$ cat src/rtl/hp_div_seq_if.sv
// Operand/result bundle between the FPU operation dispatcher (master) and
// the sequential floating-point divider hp_div_seq (slave).
interface hp_div_seq_if #(
  parameter int NEXP = 8,
  parameter int NSIG = 7
);
  localparam int W = NEXP + NSIG + 1;

  logic         start;
  logic [W-1:0] a;
  logic [W-1:0] b;
  logic         busy;
  logic         done;
  logic [W-1:0] q;
  logic [5:0]   bfFlags;
  logic [4:0]   exception;

  modport master (
    output start, a, b,
    input  busy, done, q, bfFlags, exception
  );

  modport slave (
    input  start, a, b,
    output busy, done, q, bfFlags, exception
  );
endinterface

$ cat src/rtl/hp_div_seq.sv
// hp_div_seq: sequential floating-point divider q = a / b.
// Restoring radix-2 iteration producing 1 integer + NSIG fraction + guard +
// round bits, then round-to-nearest-even with class and exception flags.
// Optional feature macro HP_DIV_SUBNORMAL_EN: when defined, subnormal inputs
// are normalised and tiny results underflow gradually; when undefined,
// subnormal inputs read as zero and tiny results flush to signed zero.
module hp_div_seq #(
  parameter int NEXP = 8,
  parameter int NSIG = 7
) (
  input  logic        clk,
  input  logic        rst_n,
  hp_div_seq_if.slave bus
);

  localparam int W     = NEXP + NSIG + 1;
  localparam int NITER = NSIG + 3;
  localparam int EW    = NEXP + 2;   // signed working exponent
  localparam int MW    = NSIG + 1;   // significand including hidden bit
  localparam int RW    = NSIG + 3;   // partial remainder
  localparam int CW    = $clog2(NITER);

  localparam logic signed [EW-1:0] BIAS  = EW'(2**(NEXP-1) - 1);
  localparam logic signed [EW-1:0] EMAX  = EW'(2**NEXP - 1);
  localparam logic signed [EW-1:0] E_ONE = EW'(1);
`ifdef HP_DIV_SUBNORMAL_EN
  localparam logic signed [EW-1:0] SH_MAX = EW'(NSIG + 2);
`endif

  localparam logic [W-1:0] QNAN_Q = {1'b0, {NEXP{1'b1}}, 1'b1, {(NSIG-1){1'b0}}};

  localparam logic [5:0] F_NORMAL = 6'b000001;
  localparam logic [5:0] F_SUBN   = 6'b000010;
  localparam logic [5:0] F_ZERO   = 6'b000100;
  localparam logic [5:0] F_INF    = 6'b001000;
  localparam logic [5:0] F_QNAN   = 6'b010000;

  localparam logic [4:0] X_NONE = 5'b00000;
  localparam logic [4:0] X_INV  = 5'b00001;
  localparam logic [4:0] X_DBZ  = 5'b00010;
  localparam logic [4:0] X_OVF  = 5'b00100;
  localparam logic [4:0] X_UNF  = 5'b01000;
  localparam logic [4:0] X_INX  = 5'b10000;

  typedef enum logic [2:0] {S_IDLE, S_PREP, S_DIV, S_RND, S_DONE} state_t;

  state_t                 state_q;
  logic                   busy_q, done_q;
  logic [W-1:0]           q_q;
  logic [5:0]             flags_q;
  logic [4:0]             exc_q;
  logic [W-1:0]           a_q, b_q;
  logic                   sign_q;
  logic signed [EW-1:0]   e_q;
  logic [MW-1:0]          mb_q;
  logic [RW-1:0]          rem_q;
  logic [NITER-1:0]       quo_q;
  logic [CW-1:0]          cnt_q;

  assign bus.busy      = busy_q;
  assign bus.done      = done_q;
  assign bus.q         = q_q;
  assign bus.bfFlags   = flags_q;
  assign bus.exception = exc_q;

  // Operand fields and classification of the captured operands
  logic                a_sign, b_sign, res_sign;
  logic [NEXP-1:0]     a_exp, b_exp;
  logic [NSIG-1:0]     a_frac, b_frac;
  logic                a_nan, b_nan, a_snan, b_snan, a_qnan, b_qnan;
  logic                a_inf, b_inf, a_zero, b_zero;

  assign a_sign   = a_q[W-1];
  assign b_sign   = b_q[W-1];
  assign res_sign = a_sign ^ b_sign;
  assign a_exp    = a_q[W-2:NSIG];
  assign b_exp    = b_q[W-2:NSIG];
  assign a_frac   = a_q[NSIG-1:0];
  assign b_frac   = b_q[NSIG-1:0];
  assign a_nan    = (&a_exp) && (a_frac != '0);
  assign b_nan    = (&b_exp) && (b_frac != '0);
  assign a_snan   = a_nan && !a_frac[NSIG-1];
  assign b_snan   = b_nan && !b_frac[NSIG-1];
  assign a_qnan   = a_nan && a_frac[NSIG-1];
  assign b_qnan   = b_nan && b_frac[NSIG-1];
  assign a_inf    = (&a_exp) && (a_frac == '0);
  assign b_inf    = (&b_exp) && (b_frac == '0);
`ifdef HP_DIV_SUBNORMAL_EN
  assign a_zero   = (a_exp == '0) && (a_frac == '0);
  assign b_zero   = (b_exp == '0) && (b_frac == '0);
`else
  // Subnormal inputs are read as zero.
  assign a_zero   = (a_exp == '0);
  assign b_zero   = (b_exp == '0);
`endif

  // Special-operand resolution, highest priority first
  logic         spec_hit;
  logic [W-1:0] spec_q;
  logic [5:0]   spec_flags;
  logic [4:0]   spec_exc;

  always_comb begin
    // NOTE: every variable assigned in always_comb gets a default first so no
    // path leaves it unassigned, which would otherwise infer a latch.
    spec_hit   = 1'b1;
    spec_q     = QNAN_Q;
    spec_flags = F_QNAN;
    spec_exc   = X_NONE;
    if (a_snan || b_snan) begin
      spec_exc = X_INV;
    end else if (a_qnan || b_qnan) begin
      spec_exc = X_NONE;
    end else if ((a_inf && b_inf) || (a_zero && b_zero)) begin
      spec_exc = X_INV;
    end else if (a_inf) begin
      spec_q     = {res_sign, {NEXP{1'b1}}, {NSIG{1'b0}}};
      spec_flags = F_INF;
    end else if (b_inf) begin
      spec_q     = {res_sign, {(W-1){1'b0}}};
      spec_flags = F_ZERO;
    end else if (b_zero) begin
      spec_q     = {res_sign, {NEXP{1'b1}}, {NSIG{1'b0}}};
      spec_flags = F_INF;
      spec_exc   = X_DBZ;
    end else if (a_zero) begin
      spec_q     = {res_sign, {(W-1){1'b0}}};
      spec_flags = F_ZERO;
    end else begin
      spec_hit = 1'b0;
    end
  end

`ifdef HP_DIV_SUBNORMAL_EN
  // Left shift that brings the leading one of a subnormal fraction to the
  // hidden-bit position.
  function automatic logic signed [EW-1:0] lz_shift(input logic [NSIG-1:0] f);
    lz_shift = '0;
    for (int i = 0; i < NSIG; i++) begin
      if (f[i]) lz_shift = EW'(NSIG - i);
    end
  endfunction
`endif

  // Finite-operand preparation: significands, exponent and initial remainder
  logic [MW-1:0]        ma_n, mb_n;
  logic signed [EW-1:0] ea_n, eb_n, e_raw, e_init;
  logic [RW-1:0]        rem_init;

  always_comb begin
    ma_n = {1'b1, a_frac};
    mb_n = {1'b1, b_frac};
    ea_n = {2'b00, a_exp};
    eb_n = {2'b00, b_exp};
`ifdef HP_DIV_SUBNORMAL_EN
    if (a_exp == '0) begin
      ma_n = {1'b0, a_frac} << lz_shift(a_frac);
      ea_n = E_ONE - lz_shift(a_frac);
    end
    if (b_exp == '0) begin
      mb_n = {1'b0, b_frac} << lz_shift(b_frac);
      eb_n = E_ONE - lz_shift(b_frac);
    end
`endif
    e_raw = ea_n - eb_n + BIAS;
    // Pre-scaling the dividend keeps the quotient in [1,2).
    if (ma_n < mb_n) begin
      rem_init = {1'b0, ma_n, 1'b0};
      e_init   = e_raw - E_ONE;
    end else begin
      rem_init = {2'b00, ma_n};
      e_init   = e_raw;
    end
  end

  // One restoring-division step
  logic [RW-1:0] mb_ext, rem_div_d;
  logic          div_bit;

  always_comb begin
    mb_ext    = {2'b00, mb_q};
    div_bit   = (rem_q >= mb_ext);
    rem_div_d = (div_bit ? (rem_q - mb_ext) : rem_q) << 1;
  end

  // Round-to-nearest-even, tininess handling and result classification
  logic [NITER-1:0]     rnd_v;
  logic                 rnd_s, g_bit, r_bit, inexact, up, carry, hidden, tiny;
  logic [MW-1:0]        mant, mant_n;
  logic [MW:0]          mant_r;
  logic signed [EW-1:0] e_r;
  logic [W-1:0]         rnd_q;
  logic [5:0]           rnd_flags;
  logic [4:0]           rnd_exc;
`ifdef HP_DIV_SUBNORMAL_EN
  logic signed [EW-1:0] sh;
`endif

  always_comb begin
    rnd_v = quo_q;
    rnd_s = (rem_q != '0);
    tiny  = (e_q < E_ONE);
`ifdef HP_DIV_SUBNORMAL_EN
    sh = E_ONE - e_q;
    if (tiny) begin
      if (sh > SH_MAX) begin
        rnd_v = '0;
        rnd_s = 1'b1;
      end else begin
        rnd_v = quo_q >> sh;
        rnd_s = rnd_s | (|(quo_q & ~({NITER{1'b1}} << sh)));
      end
    end
`endif
    mant    = rnd_v[NITER-1:2];
    g_bit   = rnd_v[1];
    r_bit   = rnd_v[0];
    inexact = g_bit | r_bit | rnd_s;
    up      = g_bit & (r_bit | rnd_s | mant[0]);
    mant_r  = {1'b0, mant} + {{MW{1'b0}}, up};
    carry   = mant_r[MW];
    mant_n  = carry ? mant_r[MW:1] : mant_r[MW-1:0];
    hidden  = mant_n[MW-1];
    e_r     = e_q + {{(EW-1){1'b0}}, carry};

    rnd_q     = {sign_q, e_r[NEXP-1:0], mant_n[NSIG-1:0]};
    rnd_flags = hidden ? F_NORMAL : F_SUBN;
    rnd_exc   = inexact ? X_INX : X_NONE;

    if (tiny) begin
`ifdef HP_DIV_SUBNORMAL_EN
      // A carry into the hidden bit lands exactly on the minimum normal.
      rnd_q     = {sign_q, {(NEXP-1){1'b0}}, hidden, mant_n[NSIG-1:0]};
      rnd_flags = hidden ? F_NORMAL : ((mant_n == '0) ? F_ZERO : F_SUBN);
      rnd_exc   = inexact ? (X_UNF | X_INX) : X_NONE;
`else
      rnd_q     = {sign_q, {(W-1){1'b0}}};
      rnd_flags = F_ZERO;
      rnd_exc   = X_UNF | X_INX;
`endif
    end else if (e_r >= EMAX) begin
      rnd_q     = {sign_q, {NEXP{1'b1}}, {NSIG{1'b0}}};
      rnd_flags = F_INF;
      rnd_exc   = X_OVF | X_INX;
    end
  end

  // Control FSM with registered outputs; all state is cleared by reset so an
  // aborted operation leaves nothing behind.
  always_ff @(posedge clk or negedge rst_n) begin
    if (!rst_n) begin
      state_q <= S_IDLE;
      busy_q  <= 1'b0;
      done_q  <= 1'b0;
      q_q     <= '0;
      flags_q <= '0;
      exc_q   <= '0;
      a_q     <= '0;
      b_q     <= '0;
      sign_q  <= 1'b0;
      e_q     <= '0;
      mb_q    <= '0;
      rem_q   <= '0;
      quo_q   <= '0;
      cnt_q   <= '0;
    end else begin
      // NOTE: sequential state uses non-blocking assignments so every register
      // samples pre-edge values regardless of statement order.
      done_q <= 1'b0;
      case (state_q)
        S_IDLE: begin
          if (bus.start) begin
            a_q     <= bus.a;
            b_q     <= bus.b;
            busy_q  <= 1'b1;
            state_q <= S_PREP;
          end
        end
        S_PREP: begin
          sign_q <= res_sign;
          if (spec_hit) begin
            q_q     <= spec_q;
            flags_q <= spec_flags;
            exc_q   <= spec_exc;
            done_q  <= 1'b1;
            state_q <= S_DONE;
          end else begin
            e_q     <= e_init;
            mb_q    <= mb_n;
            rem_q   <= rem_init;
            quo_q   <= '0;
            cnt_q   <= '0;
            state_q <= S_DIV;
          end
        end
        S_DIV: begin
          rem_q <= rem_div_d;
          quo_q <= {quo_q[NITER-2:0], div_bit};
          cnt_q <= cnt_q + 1'b1;
          if (cnt_q == CW'(NITER - 1)) state_q <= S_RND;
        end
        S_RND: begin
          q_q     <= rnd_q;
          flags_q <= rnd_flags;
          exc_q   <= rnd_exc;
          done_q  <= 1'b1;
          state_q <= S_DONE;
        end
        S_DONE: begin
          busy_q  <= 1'b0;
          state_q <= S_IDLE;
        end
        default: state_q <= S_IDLE;
      endcase
    end
  end

endmodule

$ cat src/flat_wrapper.sv
// flat-port wrapper written by rule: the top's interface ports become plain ports
module hp_div_seq_flat 
#(
  parameter int NEXP = 8,
  parameter int NSIG = 7
)
  (clk, rst_n, bus_start, bus_a, bus_b, bus_busy, bus_done, bus_q, bus_bfFlags, bus_exception);
  hp_div_seq_if #(.NEXP(NEXP), .NSIG(NSIG)) bus_i ();
  input  logic clk;
  input  logic rst_n;
  input wire logic [$bits(bus_i.start)-1:0] bus_start;
  input wire logic [$bits(bus_i.a)-1:0] bus_a;
  input wire logic [$bits(bus_i.b)-1:0] bus_b;
  output wire logic [$bits(bus_i.busy)-1:0] bus_busy;
  output wire logic [$bits(bus_i.done)-1:0] bus_done;
  output wire logic [$bits(bus_i.q)-1:0] bus_q;
  output wire logic [$bits(bus_i.bfFlags)-1:0] bus_bfFlags;
  output wire logic [$bits(bus_i.exception)-1:0] bus_exception;
  assign bus_i.start = bus_start;
  assign bus_i.a = bus_a;
  assign bus_i.b = bus_b;
  assign bus_busy = bus_i.busy;
  assign bus_done = bus_i.done;
  assign bus_q = bus_i.q;
  assign bus_bfFlags = bus_i.bfFlags;
  assign bus_exception = bus_i.exception;
  hp_div_seq #(.NEXP(NEXP), .NSIG(NSIG)) u_core (.clk(clk), .rst_n(rst_n), .bus(bus_i));
endmodule
$ cat config.mk
export PLATFORM = sky130hd
export DESIGN_NAME = hp_div_seq_flat
export DESIGN_NICKNAME = d
export VERILOG_FILES = /design/src/rtl/hp_div_seq_if.sv /design/src/rtl/hp_div_seq.sv /design/src/flat_wrapper.sv
export SDC_FILE = /design/constraint.sdc
export NUM_CORES = 1
export LEC_CHECK = 0
export ABC_AREA = 1
export CORE_MARGIN = 1.5
export CORE_UTILIZATION = 30
export CTS_BUF_LIST = sky130_fd_sc_hd__clkbuf_8
export DETAILED_ROUTE_END_ITERATION = 6
export HOLD_SLACK_MARGIN = 0.08
export MAX_ROUTING_LAYER = met4
export SLEW_MARGIN = 20
export SYNTH_ARGS = -nofsm -noshare
export SYNTH_HDL_FRONTEND = slang
export SYNTH_SLANG_ARGS = --single-unit
$ cat constraint.sdc
create_clock -name clk -period 2.9 [get_ports clk]
set_input_delay 0.87 -clock clk [delete_from_list [all_inputs] [get_ports clk]]
set_output_delay 0.87 -clock clk [all_outputs]
set_load 0.1 [all_outputs]
==> results of run 1 <==
[layout make-up]
class	instances	area (um2)	share of cell area, %
clock buffers	9	124	1.63
inverters	121	454	5.96
repair buffers	79	704	9.25
flip-flops and latches	106	2650	34.8
clock inverters	7	96.3	1.27
multi-input cells	603	3240	42.5
well taps	275	344	4.52
[repair_timing]
action                                  4_1_cts  5_1_grt
gates resized for setup                       0       16
setup buffers                                 0        4
endpoints found under the setup margin        0       20
[flip-flops by register name, summed over array words and instances, names as in the netlist]
name / count
u_core.mb_q: 8
u_core.rem_q: 10
u_core.cnt_q: 4
u_core.state_q: 3
u_core.bus.q: 16
u_core.a_q: 16
u_core.sign_q: 1
u_core.e_q: 10
u_core.bus.bfFlags: 5
u_core.bus.exception: 5
u_core.b_q: 16
u_core.bus.done: 1
u_core.quo_q: 10
u_core.bus.busy: 1
[layer usage]
layer | GRT usage, % | vias to the layer above | wire length (um)
li1 | - | 2891 | -
met1 | 19.7 | 2447 | 7670
met2 | 21.8 | 95 | 6410
met3 | 2.66 | 17 | 585
met4 | 4.50 | 0 | 249
met5 | - | - | 0
[how the worst max path moves through the flow]
stage | start | endpoint | slack (ns) | depth (start not counted)
finish | u_core.quo_q[2] | u_core.bus.q[5] | 0.16 | 18
global route | u_core.quo_q[2] | u_core.bus.q[5] | -0.06 | 18
CTS | u_core.quo_q[1] | u_core.bus.bfFlags[3] | 0.03 | 19
detailed placement | u_core.quo_q[1] | u_core.bus.bfFlags[3] | 0.05 | 19
global placement | u_core.quo_q[1] | u_core.bus.bfFlags[3] | 0.13 | 19
floorplan | u_core.quo_q[1] | u_core.bus.bfFlags[3] | 0.17 | 19
[through the flow]
stage	cell area (um2)	utilization (%)	std cells	hold WS, ns
detailed placement	7300	34.9	1180	0.443
global route	7610	36.3	1200	0.488
global placement	7300	34.9	1180	0.441
finish	7610	36.3	1200	0.452
floorplan	6410	-	851	0.425
CTS	7520	35.9	1196	0.462
[kinds of logic after synthesis]
family | after synthesis
adders and majority gates | 31
and+or+nand+nor | 395
buffers and inverters | 142
xor gates and xnor gates | 23
AOI/OAI and AO/OA | 143
muxes | 10
DFF | 106
other | 1
[cells in the final DEF (no fill, tap or decap), types with 2 or more instances in the layout]
cell type        Yosys  final
o22ai_1             12     12
ha_1                29     26
o211ai_1             4      4
a21oi_1             59     59
nor3_1               6      5
clkbuf_8             0      9
o21ai_1             20     20
nand4_1             16     16
inv_2                6      8
nand2_4              0      2
xor2_1              15     15
nand2_1            211    209
inv_1              115    113
nand3_2              2      3
mux2_2              10     10
nand2_2              7      7
ha_4                 0      2
nor2_1              80     78
a21o_1               2      2
nor2_2               4      5
o21ai_0             41     41
xnor2_1              7      7
clkinv_8             0      2
buf_4                4     43
nand3_1             60     59
nor2_4               1      2
inv_6                0      2
buf_12               0      2
dfrtp_1            106    106
fa_1                 2      2
clkdlybuf4s50_1      0     33
nor3_2               2      3
==> qor.csv, run 1 <==
metric,value,unit
gp weighted congestion,0.862,
"setup slack, reg-to-reg",0.16,ns
Die Y,149,um
crit path capture type,register,
Synth area leaders,"dfrtp_1, nand2_1, inv_1",
most common cell in the netlist,nand2_1,
synth unique cells,41,
Hold Fails Final Rpt,0,
Vias,5450,
register bit total from synthesis,106,
R2R depth,18,
initial antenna violation count,0,
final setup violation count,0,
Fin Setup TNS,0,ns
Crit path max-delay family,simple AND/OR/NAND/NOR gates,
CP max FO,6,
reg2reg end,u_core.bus.q[5],
CTS sink cnt,106,
status,"finished, final reports clean",
Cells after Synth,851,
Clock Path Buffers,2,
antenna-violating nets left,0,
Inserted Clock Buffers,9,
Initial DRC Count,275,
Die W,149,um
Setup Skew,0.0193,ns
Mapped Area,6410,um2
HPWL after DPL,11400,um
drt first pass iters,5,
multiplexer area fraction after synthesis,1.76,%
fin crit period,2.74,ns
Worst R2R Start,u_core.quo_q[2],
compound-cell area share of the yosys netlist,11.9,%
most numerous cell on the critical path,nand4_1,
synthesis-to-layout area growth,18.8,%
Max stage delay on crit path,0.38,ns
Rel. slew slack,62.1,%
DRC errors left,0,
Vias/cell,4.54,
Critical-path top delay cell,dfrtp_1,
clock root buffer,clkbuf_8,
DR WL/cell,12.4,um
crit path kind,reg2reg,
Core Area,21000,um2
CP Data Arrival Time,3.08,ns
Initial Utilization,30.6,%
Worst Path Required,3.23,ns
Ports,64,
Tot GR Track Use,14.5,%
ys flop type,dfrtp_1,
main combinational cell family by area after synthesis,simple AND/OR/NAND/NOR gates,
top-area cell type share of the netlist area,41.4,%
Mean Syn Cell Area,7.53,um2
layout cells sized above 1,11.7,%
GRT overflow,0,
number of buffers and inverters on the critical path,2,
fillers,2236,
Peak Freq,0.364,GHz
Antenna Diode Count,0,
Final nets,986,
clock transition at the registers of the reported paths,0.11,ns
cell taking the most area after synthesis,dfrtp_1,
first-pass GRT wire length,24900,um
min-delay worst type,in2async,
largest net degree at the start of global routing,56,
Commonest cells post-synth,"nand2_1, inv_1, dfrtp_1",
post-synthesis xor/xnor area fraction,3.26,%
vias in the first global route,5143,
Post-CTS Hold Buffers,0,
Syn. warnings,0,
post-synthesis simple-gate area fraction,26.3,%
sequential cell area fraction in the yosys report,41.4,%
ordered cell list for the critical path,nand2_2 -> inv_2 -> ha_4 -> nand2_4 -> nor2_4 -> nand4_1 -> nor2_2 -> ha_2 -> ha_4 -> nand4_1 -> nor3_2 -> xor2_1 -> o21ai_1 -> nand2_1 -> inv_2 -> nor2_4 -> nand4_1 -> nand2_1,
worst setup margin,0.155,ns
Setup crit start kind,register,
Row Count,53,
Pins Over Slew Limit,0,
worst-margin pin slew,0.569,ns
later-pin clock latency in the skew report,0.40,ns
Max-cap violations,0,
die area,22200,um2
H-tree Lvls,3,
number of synthesized flops with an enable pin,0,
post-synthesis net count,917,
PortBufs,62,
final wirelength,14900,um
fin crit share,94.7,%
DP Worst Slack,0.0492,ns
CTS tree,yes,
unrepaired setup endpoints after global routing,true,
Synth Area in Adders,6.29,%
Post-synth ARST share,100,%
Power of run 1 is left out: the tool's default activity adds up to more than one toggle a clock period on the data nets, which glitch-free logic cannot reach.
==> inputs of run 2 (changes only) <==
--- a/config.mk
+++ b/config.mk
@@ -6,7 +6,6 @@
 export NUM_CORES = 1
 export LEC_CHECK = 0
 export ABC_AREA = 1
-export CORE_MARGIN = 1.5
 export CORE_UTILIZATION = 30
 export CTS_BUF_LIST = sky130_fd_sc_hd__clkbuf_8
 export DETAILED_ROUTE_END_ITERATION = 6
@@ -16,3 +15,4 @@
 export SYNTH_ARGS = -nofsm -noshare
 export SYNTH_HDL_FRONTEND = slang
 export SYNTH_SLANG_ARGS = --single-unit
+export TNS_END_PERCENT = 30
==> qor.csv, run 2 (same netlist as run 1, synthesis figures left out) <==
metric,value,unit,change
status,"finished, final reports clean",,
Max-cap violations,0,,unchanged
fin crit share,93.1,%,-1.6 points
Antenna Diode Count,0,,unchanged
Inserted Clock Buffers,9,,unchanged
gp weighted congestion,0.888,,+3.0%
GRT overflow,0,,unchanged
CTS tree,yes,,
worst-margin pin slew,0.521,ns,-0.0481 ns
CP Data Arrival Time,2.99,ns,-0.09 ns
clock transition at the registers of the reported paths,0.11,ns,about the same
most frequent cells in the layout,"nand2_1, inv_1, dfrtp_1, nor2_1, a21oi_1",,
Final nets,981,,-0.51%
Peak Freq,0.370,GHz,+1.7%
Post-CTS Hold Buffers,0,,unchanged
fin crit period,2.70,ns,-0.0450 ns
Vias/cell,4.61,,+1.4%
PortBufs,62,,unchanged
Worst Path Required,3.19,ns,-0.04 ns
fillers,2230,,-0.27%
final setup violation count,0,,unchanged
"most common cell after layout, fill and taps aside",nand2_1,,
CTS sink cnt,106,,unchanged
DRC errors left,0,,unchanged
worst setup margin,0.200,ns,+0.0450 ns
CP max FO,4,,-2
crit path capture type,register,,
Die W,148,um,-0.67%
H-tree Lvls,3,,unchanged
Initial DRC Count,315,,+15%
Pins Over Slew Limit,0,,unchanged
Clock Path Buffers,2,,unchanged
HPWL after DPL,11400,um,+0.12%
largest net degree at the start of global routing,56,,unchanged
Row Count,53,,unchanged
antenna-violating nets left,0,,unchanged
Ports,64,,unchanged
Die Y,148,um,-0.67%
Setup crit start kind,register,,
initial antenna violation count,0,,unchanged
final wirelength,15000,um,+0.67%
min-delay worst type,in2async,,
layout cells sized above 1,11.6,%,-0.045 points
first-pass GRT wire length,25500,um,+2.3%
Util after Layout,36.1,%,-0.21 points
die area,21900,um2,-1.3%
Core Area,21000,um2,unchanged
clock root buffer,clkbuf_8,,
Rel. slew slack,65.3,%,+3.2 points
Post-CTS Setup Bufs,0,,unchanged
drt first pass iters,4,,-1
Setup Skew,0.0151,ns,-0.00421 ns
vias in the first global route,5266,,+2.4%
later-pin clock latency in the skew report,0.39,ns,about the same
crit path kind,reg2reg,,
Tot GR Track Use,14.8,%,+0.38 points
synthesis-to-layout area growth,18.1,%,
Vias,5505,,+1.0%
Hold Fails Final Rpt,0,,unchanged
DR WL/cell,12.6,um,+1.1%
DP Worst Slack,0.000927,ns,-0.0483 ns
Initial Utilization,30.6,%,unchanged
[run 2: layout make-up]
type,count,area (um2),share of cell area [%]
Multi-Input combinational cell,603,3250,43.0
Tap cell,275,344,4.54
Sequential cell,106,2650,35.0
Clock inverter,7,77.6,1.02
Timing Repair Buffer,74,667,8.81
Clock buffer,9,124,1.64
Inverter,121,454,6.00
[run 2: worst paths after layout]
path                                  from                      end  slack (ns)  cells past startpoint
min reg2reg                 u_core.mb_q[7]           u_core.mb_q[7]        0.48                      2
max in group asynchronous            rst_n  u_core.bus.exception[4]        1.77                      2
min in group clk            u_core.mb_q[7]           u_core.mb_q[7]        0.48                      2
max                        u_core.quo_q[1]         u_core.bus.q[12]        0.20                     20
max reg2reg                u_core.quo_q[1]         u_core.bus.q[12]        0.20                     20
min                                  rst_n          u_core.bus.busy        0.45                      1
[run 2: timing repair]
action	in CTS	in global routing
pin swaps	0	8
resized for setup	1	20
endpoints found under the setup margin	1	21
[run 2: worst max-delay path: stages, from the launching register on]
cell     delay [ns]
dfrtp_1        0.39
nand2_2        0.08
inv_2          0.07
ha_4           0.14
nand2_4        0.06
nor2_4         0.14
nand4_1        0.13
nor2_2         0.16
ha_2           0.24
ha_4           0.15
nand4_1        0.14
nor3_2         0.15
xor2_1         0.17
o21ai_1        0.08
nand2_1        0.11
buf_6          0.12
nand2_1        0.04
nand3_1        0.07
nand2_1        0.05
nand2_1        0.06
nand2_1        0.04
[run 2: per-stage QoR]
| stage | cell area (um2) | TNS [ns] | hold slack [ns] | instances |
|---|---|---|---|---|
| 3_3_place_gp | 7300 | 0 | 0.439 | 1179 |
| 6_report | 7570 | 0 | 0.447 | 1195 |
| 5_1_grt | 7570 | -0.102 | 0.473 | 1195 |
| 2_1_floorplan | 6410 | 0 | 0.425 | 851 |
| 4_1_cts | 7500 | 0 | 0.453 | 1195 |
| 3_5_place_dp | 7300 | 0 | 0.456 | 1179 |
[run 2: layer usage]
layer / GRT usage [%] / share of wire, % / up-vias
met2: 22.1 / 44 / 85
met3: 3.10 / 4.0 / 22
met5: - / 0 / -
met4: 4.64 / 1.9 / 0
li1: - / - / 2874
met1: 20.1 / 50 / 2524
Power of run 2 is left out for the same reason.
